<file path="config.mk">
export PLATFORM = sky130hd
export DESIGN_NAME = rd_bus_burst
export DESIGN_NICKNAME = d
export VERILOG_FILES = /design/src/rtl/rd_bus_pkg.sv /design/src/rtl/tx_byte_sender.sv /design/src/rtl/rd_bus_burst.sv
export SDC_FILE = /design/constraint.sdc
export NUM_CORES = 1
export LEC_CHECK = 0
export CORE_ASPECT_RATIO = 1.25
export CORE_MARGIN = 2
export CORE_UTILIZATION = 53
export DETAILED_ROUTE_END_ITERATION = 12
export PLACE_DENSITY = 0.79
export SYNTH_ARGS = -nofsm -noshare
export SYNTH_HDL_FRONTEND = slang
export SYNTH_SLANG_ARGS = --single-unit
</file>
<file path="constraint.sdc">
create_clock -name clk -period 2.4 [get_ports clk]
set_input_delay 0.24 -clock clk [delete_from_list [all_inputs] [get_ports clk]]
set_output_delay 0.24 -clock clk [all_outputs]
set_load 0.05 [all_outputs]
</file>
<file path="src/rtl/rd_bus_pkg.sv">
// Shared definitions for the burst-read command block: state encodings,
// opcode class, timeout fill byte and the default acknowledge timeout.
package rd_bus_pkg;

    // Main sequencer states.
    typedef enum logic [2:0] {
        ST_IDLE     = 3'd0,
        ST_ECHO     = 3'd1,
        ST_ECHO_GAP = 3'd2,
        ST_READ     = 3'd3,
        ST_SEND     = 3'd4,
        ST_SEND_GAP = 3'd5
    } state_t;

    // Byte sender states: wait for the transmitter, strobe once, rest one cycle.
    typedef enum logic [1:0] {
        SND_IDLE  = 2'd0,
        SND_PULSE = 2'd1,
        SND_GAP   = 2'd2
    } snd_state_t;

    // Top two opcode bits that identify a burst-read command.
    localparam logic [1:0] OPC_CLASS = 2'b01;

    // Byte reported in place of data when the bus never acknowledges.
    localparam logic [7:0] TIMEOUT_FILL = 8'hFF;

    // Cycles to wait for bus_ack before giving up on a read.
    localparam int DEFAULT_ACK_TIMEOUT = 255;

    // Address of beat idx in a burst; the 16-bit sum wraps past 0xFFFF.
    function automatic logic [15:0] read_addr(input logic [15:0] base,
                                              input logic [4:0]  idx);
        return base + {11'd0, idx};
    endfunction

endpackage

</file>
<file path="src/rtl/tx_byte_sender.sv">
// One-byte transmit handshake: waits for tx_busy low, raises tx_en for a
// single cycle with the byte on tx_data, then rests one cycle so the
// transmitter's busy flag is never sampled right after the strobe.
module tx_byte_sender (
    input  logic       clk,
    input  logic       rst,
    input  logic       start,
    input  logic [7:0] tx_byte,
    input  logic       tx_busy,
    output logic [7:0] tx_data,
    output logic       tx_en,
    output logic       sent
);
    import rd_bus_pkg::*;

    snd_state_t state;
    snd_state_t state_next;
    logic       fire;

    // Launch a byte only from rest, when asked and the transmitter is free.
    assign fire = (state == SND_IDLE) && start && !tx_busy;

    // Sender state register.
    always_ff @(posedge clk) begin
        if (rst) begin
            state <= SND_IDLE;
        end else begin
            state <= state_next;
        end
    end

    // Next-state decode for the wait / pulse / gap sequence.
    always_comb begin
        state_next = state;
        case (state)
            SND_IDLE:  if (fire) state_next = SND_PULSE;
            SND_PULSE: state_next = SND_GAP;
            SND_GAP:   state_next = SND_IDLE;
            default:   state_next = SND_IDLE;
        endcase
    end

    // Hold the byte being sent so tx_data is stable during the strobe.
    always_ff @(posedge clk) begin
        if (rst) begin
            tx_data <= 8'h00;
        end else if (fire) begin
            tx_data <= tx_byte;
        end
    end

    assign tx_en = (state == SND_PULSE);
    assign sent  = (state == SND_PULSE);

endmodule

</file>
<file path="src/rtl/rd_bus_burst.sv">
// Burst-read command engine: accepts a 01xx_LLLL opcode, echoes it to the
// serial transmitter, then reads LLLL+1 consecutive bus bytes starting at
// addr and forwards each one. A read that is never acknowledged is replaced
// by 0xFF and flags err, and the burst carries on.
module rd_bus_burst #(
    parameter int ACK_TIMEOUT = rd_bus_pkg::DEFAULT_ACK_TIMEOUT
) (
    input  logic        clk,
    input  logic        rst,
    input  logic [7:0]  opcode,
    input  logic        en,
    input  logic [15:0] addr,
    output logic [15:0] bus_addr,
    output logic        bus_rd,
    input  logic [7:0]  bus_rdata,
    input  logic        bus_ack,
    output logic [7:0]  tx_data,
    output logic        tx_en,
    input  logic        tx_busy,
    output logic        busy,
    output logic        err
);
    import rd_bus_pkg::*;

    localparam int             CW       = $clog2(ACK_TIMEOUT + 1);
    localparam logic [CW-1:0]  CNT_LAST = CW'(ACK_TIMEOUT - 1);

    state_t        state;
    state_t        state_next;

    logic [15:0]   base_q;
    logic [4:0]    len_q;
    logic [4:0]    idx_q;
    logic [7:0]    opcode_q;
    logic [7:0]    data_q;
    logic [CW-1:0] cnt_q;

    logic          accept;
    logic          more;
    logic          timeout;
    logic          enter_read;
    logic          snd_start;
    logic          snd_sent;
    logic [7:0]    snd_byte;

    // Shared byte sender, used for the opcode echo and for every data byte.
    tx_byte_sender u_sender (
        .clk     (clk),
        .rst     (rst),
        .start   (snd_start),
        .tx_byte (snd_byte),
        .tx_busy (tx_busy),
        .tx_data (tx_data),
        .tx_en   (tx_en),
        .sent    (snd_sent)
    );

    // Sequencer state register.
    always_ff @(posedge clk) begin
        if (rst) begin
            state <= ST_IDLE;
        end else begin
            state <= state_next;
        end
    end

    // Control decode and next-state logic for the echo / read / send loop.
    always_comb begin
        accept     = (state == ST_IDLE) && en && (opcode[7:6] == OPC_CLASS);
        more       = (idx_q < len_q);
        timeout    = (cnt_q == CNT_LAST);
        enter_read = (state == ST_ECHO_GAP) || ((state == ST_SEND_GAP) && more);
        snd_start  = (state == ST_ECHO) || (state == ST_SEND);
        snd_byte   = (state == ST_ECHO) ? opcode_q : data_q;
        state_next = state;
        case (state)
            ST_IDLE:     if (accept) state_next = ST_ECHO;
            ST_ECHO:     if (snd_sent) state_next = ST_ECHO_GAP;
            ST_ECHO_GAP: state_next = ST_READ;
            ST_READ:     if (bus_ack || timeout) state_next = ST_SEND;
            ST_SEND:     if (snd_sent) state_next = ST_SEND_GAP;
            ST_SEND_GAP: state_next = more ? ST_READ : ST_IDLE;
            default:     state_next = ST_IDLE;
        endcase
    end

    // Command latch, bus read handshake with timeout, and beat counting.
    // Ack is tested before timeout so a late ack in the last cycle still wins.
    always_ff @(posedge clk) begin
        if (rst) begin
            base_q   <= 16'h0000;
            len_q    <= 5'd0;
            idx_q    <= 5'd0;
            opcode_q <= 8'h00;
            data_q   <= 8'h00;
            cnt_q    <= '0;
            bus_addr <= 16'h0000;
            bus_rd   <= 1'b0;
            err      <= 1'b0;
        end else begin
            if (accept) begin
                base_q   <= addr;
                len_q    <= {1'b0, opcode[3:0]} + 5'd1;
                idx_q    <= 5'd0;
                opcode_q <= opcode;
                err      <= 1'b0;
            end
            if (enter_read) begin
                bus_addr <= read_addr(base_q, idx_q);
                bus_rd   <= 1'b1;
                cnt_q    <= '0;
            end
            if (state == ST_READ) begin
                if (bus_ack) begin
                    data_q <= bus_rdata;
                    bus_rd <= 1'b0;
                end else if (timeout) begin
                    data_q <= TIMEOUT_FILL;
                    err    <= 1'b1;
                    bus_rd <= 1'b0;
                end else begin
                    cnt_q  <= cnt_q + 1'b1;
                end
            end
            if ((state == ST_SEND) && snd_sent) begin
                idx_q <= idx_q + 5'd1;
            end
        end
    end

    assign busy = (state != ST_IDLE);

endmodule

</file>
After elaboration in Yosys (flattened, before gate mapping)
Index checks and enable logic that the tools add are counted.
W data, S select, Z words.
Word-level totals
  flip-flop bits (word level): 81
  input bits: 37
  output and inout bits: 28
  word-level logic and storage cells: 72
Operators by class
  add/subtract/negate cells: 4
  magnitude comparators: 1
  equality and inequality tests: 13
  multiplexer cells: 25
  reductions and logical operators: 17
Operator list (count)
  $mux W8: 7
  $pmux W3 S6: 1
  $add A16 B5 Y16: 1
  $mux W3: 4
  $mux W5: 2
  $add A8 B1 Y8 const B: 1
  $eq A8 B8 Y1 const B: 1
  $mux W1: 8
  $ne A2 B2 Y1 const B: 4
  $eq A3 B2 Y1 const B: 2
  $eq A3 B3 Y1 const B: 2
  $logic_and A1 B1 Y1: 6
  $add A4 B1 Y5 const B: 1
  $add A5 B1 Y5 const B: 1
  $lt A5 B5 Y1: 1
  $eq A2 B1 Y1 const B: 2
  $mux W2: 2
  $pmux W2 S2: 1
  $reduce_and A4 Y1: 1
  $reduce_bool A2 Y1: 2
  $eq A3 B1 Y1 const B: 1
  $logic_not A3 Y1: 1
  $logic_or A1 B1 Y1: 3
  $reduce_bool A3 Y1: 1
  other kinds (4): 4

Depth between registers and ports, before layout
  depth after elaboration: 7
  depth in mapped cells: 8
  mapped depth without buffers: 7

Cells and area by module
From an unflattened synthesis, not the netlist that was laid out.
Unflattened totals
  cell total of the unflattened synthesis: 455
  area total of the unflattened synthesis: 4015.1 sq um
Modules (own cells, without submodules)
  rd_bus_burst: times used 1, cells an instance 414, area an instance 3559.7 sq um, seq. area each 1421.4 sq um
  tx_byte_sender: times used 1, cells an instance 41, area an instance 455.4 sq um, seq. area each 200.2 sq um

Worst setup path after synthesis
No wires, ideal clock.
  path type: reg-to-reg
  start point: reg idx_q[2]
  end point: reg bus_addr[5]
  setup time: 0.095 ns
  arrival: 1.750 ns
  data required time: 2.305 ns
  slack: 0.555 ns
  stages on the path, launching flop included: 8
  buffers on the path: 1
  period minus slack after synthesis: 1.845 ns
  cells stage by stage: dfxtp_1 ha_1 a21oi_1 o21ai_0 a21o_1 buf_6 or4_1 o311ai_1
Between the ends
  word-level cells in the longest chain between the ends: 3
  elaborated cells between the ends (all ways): 4
  classes of those cells: add/sub: 1; order compare: 1; reduce/logical: 2
Ends and longest elaborated chain
  from (decl): RTL line rd_bus_burst.sv:33  | logic [4:0] idx_q;
  from (signal assigned): RTL line rd_bus_burst.sv:126  | idx_q <= idx_q + 5'd1;
  branches (longest 3 deep; another with $add A16 B5 Y16)
  to (signal assigned): RTL line rd_bus_burst.sv:109  | bus_addr <= read_addr(base_q, idx_q);
  to (decl): RTL line rd_bus_burst.sv:13  | output logic [15:0] bus_addr,
Several ways; the timed one is not identified.
A chain may end at the register's enable or synchronous reset.

Final worst setup path
  start point: reg state[0]
  end point: out busy
Between the ends
  word-level cells in the longest chain between the ends: 1
Ends and longest elaborated chain
  from (decl): RTL line rd_bus_burst.sv:28  | state_t state;
  from (signal assigned): RTL line rd_bus_burst.sv:63  | state <= state_next;
  $reduce_bool A3 Y1: RTL line rd_bus_burst.sv:131  | assign busy = (state != ST_IDLE);
  to (decl): RTL line rd_bus_burst.sv:20  | output logic busy,
Every way passes these cells.

==> impl_results.md <==
- Status: finished clean
- RR Startpoint: idx_q[0]
- Setup repair bufs after CTS: 0
- Hold endpoint: cnt_q[1]
- Clock network fraction of total power: 0.323
- Maximum Capacitance Violations: 0
- Cell Area, Synth: 0.00377 mm²
- FFs w/ async S/R, synth: 0
- # hold bufs at CTS: 0
- Per-cell routed wire length: around 14 µm
- P_int: 2.03 mW
- Worst hold path type: primary input to flip-flop
- Total chip power: between 2 and 3 mW
- Yosys cell types: 49
- Filler cells: 580
- LEAKAGE: 1.65 nW
- Top cells by count, synth: dfxtp_1 (81), nand2_1 (71), nor2_1 (68)
- Logic pwr share: 0.176
- Area Growth Syn to Fin: 22.9%
- First-pass GRT wire length: 14000 µm
- Startpoint types: flip-flop
- H-tree depth: 3
- Area share of the largest cell type after synthesis: 0.430
- Number of synthesized flops with an enable pin: 0
- CTS root buffer: clkbuf_8
- Final worst-path cycle share: 0.963
- Register Area: 0.00162 mm²
- Worst EP required: 2.16 ns
- Final ANT Viol Nets: 0
- Capturing point of the worst reg2reg path: bus_addr[10]
- Synthesis warning total: 0
- Reg2reg path depth: 7
- Via density: 5.51
- Post-Syn Nets: 510
- Initial Utilization: 0.544
- Top Ports: 65
- Flop pwr share: 0.501
- CTS sink count: 81
- Routed vias: approximately 3400
- Fin Setup TNS: 0 ns
- Clk buf depth: 2
- Final hold violations: 0
- Max-slew headroom: 0.566
- Detailed-route DRC error count: 0
- Fraction of layout cells with a size suffix above 1: 0.0672
- Crit path max fanout: 12
- CP Capture Type: primary output
- R2r setup slk: 0.37 ns
- Row cnt: 34
- Core Box Area: 0.00693 mm²
- Clk_lat worst skew: 0.36 ns
- Top-count cell post-synth: dfxtp_1
- Reg clk slew, reported paths: 0.09 ns
- Crit-path max cell delay: 0.72 ns
- Vias in the first global route: 3188
- Mean Syn Cell Area: approximately 8.2 µm²
- Least-Margin Pin Slew: 0.651 ns
- Nets: 567
- GRT Total Usage: 0.224
- Buffers on Ports: 64
- VDD IR-drop max: 576 µV
- Die Wd: 79.5 µm
- Synth top area cells: dfxtp_1 (43%), a21oi_1 (7.2%), nand2_1 (7.1%)
- Gpl congestion: 0.868
- FF+latch count, synth: 81
- Post-cts resize count: 0
- Crit path kind: flip-flop to primary output
- PwrDens: around 620 mW/mm²
- Largest net degree at the start of global routing: 49
- GRT overflow: 0
- Initial antenna violation count: 0
- Multi-input logic area: 0.00195 mm²
- Sw Share: 0.300
- Hold path depth: 2
- Num CTS Buffers: 9
- WL final: 8350 µm
- DR iter-0 viols: 163
- Drt first pass iters: 5
- CP max-delay cell: clkdlybuf4s50_1
- N_diodes: 0
- Cell taking the most area after synthesis: dfxtp_1
- Crit path launch: state[0]
- Die area: 0.00782 mm²
- Die Y: 98.4 µm
- Clock Skew: 0.0100 ns
- HPWL Detailed: 5890 µm
- Arrival @ worst endpoint: 2.07 ns
- Synth Flop Type: dfxtp_1
- Count of final max-slew check failures: 0
- RSZ-0062 raised after global routing: no
- Final Cell Area: 0.00464 mm²
- Fin crit period: 2.31 ns
- CP cell instances: or3_2 -> clkdlybuf4s50_1
- # setup viols final: 0
- Placed Area: 0.00445 mm²
- Peak Freq: 433 MHz
- Syn Inst Count: about 460
- CTS tree: built
- Seq/Total Area, Yosys: 0.430
- Fin util: 0.669
- Hold path start: rst
- Net switching power figure: 0.869 mW
cells in the final DEF, fill, tap and decap left out, drive strengths merged, types with 4 or more instances in the layout:
master,count
a211oi,16
a21oi,54
a22oi,4
a31oi,5
buf,11
clkbuf,10
clkdlybuf4s50,63
clkinv,4
dfxtp,81
ha,13
inv,9
mux2i,9
nand2,71
nand3,14
nand4,7
nor2,69
nor3,11
o21ai,8
o21bai,4
xnor2,5
xor2,11
worst max path at each step:
stage,end,slack (ns),cells past startpoint
after detailed placement,bus_addr[10],0.38,7
after global routing,busy,0.02,2
final,busy,0.09,2
after floorplan,bus_addr[5],0.55,7
after global placement,bus_addr[5],0.48,6
after CTS,busy,0.08,2
metal layers:
layer,up-vias,GRT usage,wire [µm]
met5,-,0,0
met4,0,0.0822,149
met3,13,0.0628,499
met2,103,0.381,4170
met1,1542,0.265,3530
li1,1707,-,-
power groups by stage:
| stage | clock network (mW) | registers [mW] | logic, mW |
|---|---|---|---|
| 2_1_floorplan | 0 | 1.48 | 0.357 |
| 3_3_place_gp | 0 | 1.48 | 0.502 |
| 3_5_place_dp | 0 | 1.48 | 0.510 |
| 4_1_cts | 0.960 | 1.45 | 0.512 |
| 5_1_grt | 1.02 | 1.46 | 0.556 |
| 6_report | 0.937 | 1.45 | 0.509 |
metrics by stage:
stage	worst slack, ns	hold WS [ns]	cells
after CTS	0.0792	0.395	611
after global placement	0.482	0.442	595
after floorplan	0.555	0.376	459
final	0.0893	0.398	611
after global routing	0.0247	0.418	611
after detailed placement	0.378	0.450	595
worst max-delay path, delay by kind of cell (launching register included):
kind / cells / cell delay [ns]
and+or+nand+nor: 1 / 0.56
DFF: 1 / 0.44
buffers and inverters: 1 / 0.72
state kept, by name, indices dropped and copies added (netlist names):
| signal | count |
|---|---|
| base_q | 16 |
| bus_addr | 16 |
| cnt_q | 8 |
| data_q | 8 |
| opcode_q | 8 |
| u_sender.tx_data | 8 |
| idx_q | 5 |
| len_q | 5 |
| state | 3 |
| u_sender.state | 2 |
| bus_rd | 1 |
| err | 1 |
cell families after synthesis:
kind of cell | count (synthesis) | synth area share
simple gates | 197 | 0.235
compound gates | 106 | 0.171
flops | 81 | 0.430
buf+inv | 36 | 0.0550
xor+xnor | 16 | 0.0371
fa+ha+maj | 14 | 0.0484
mux | 9 | 0.0239
area by class of cell:
cell class,instances,share of cell area
Multi-Input combinational cell,342,0.420
Sequential cell,81,0.350
Inverter,8,0.00647
Timing Repair Buffer,74,0.159
Clock inverter,6,0.0111
Clock buffer,10,0.0297
Tap cell,90,0.0243
No activity file was read; power rests on OpenSTA's default activity.
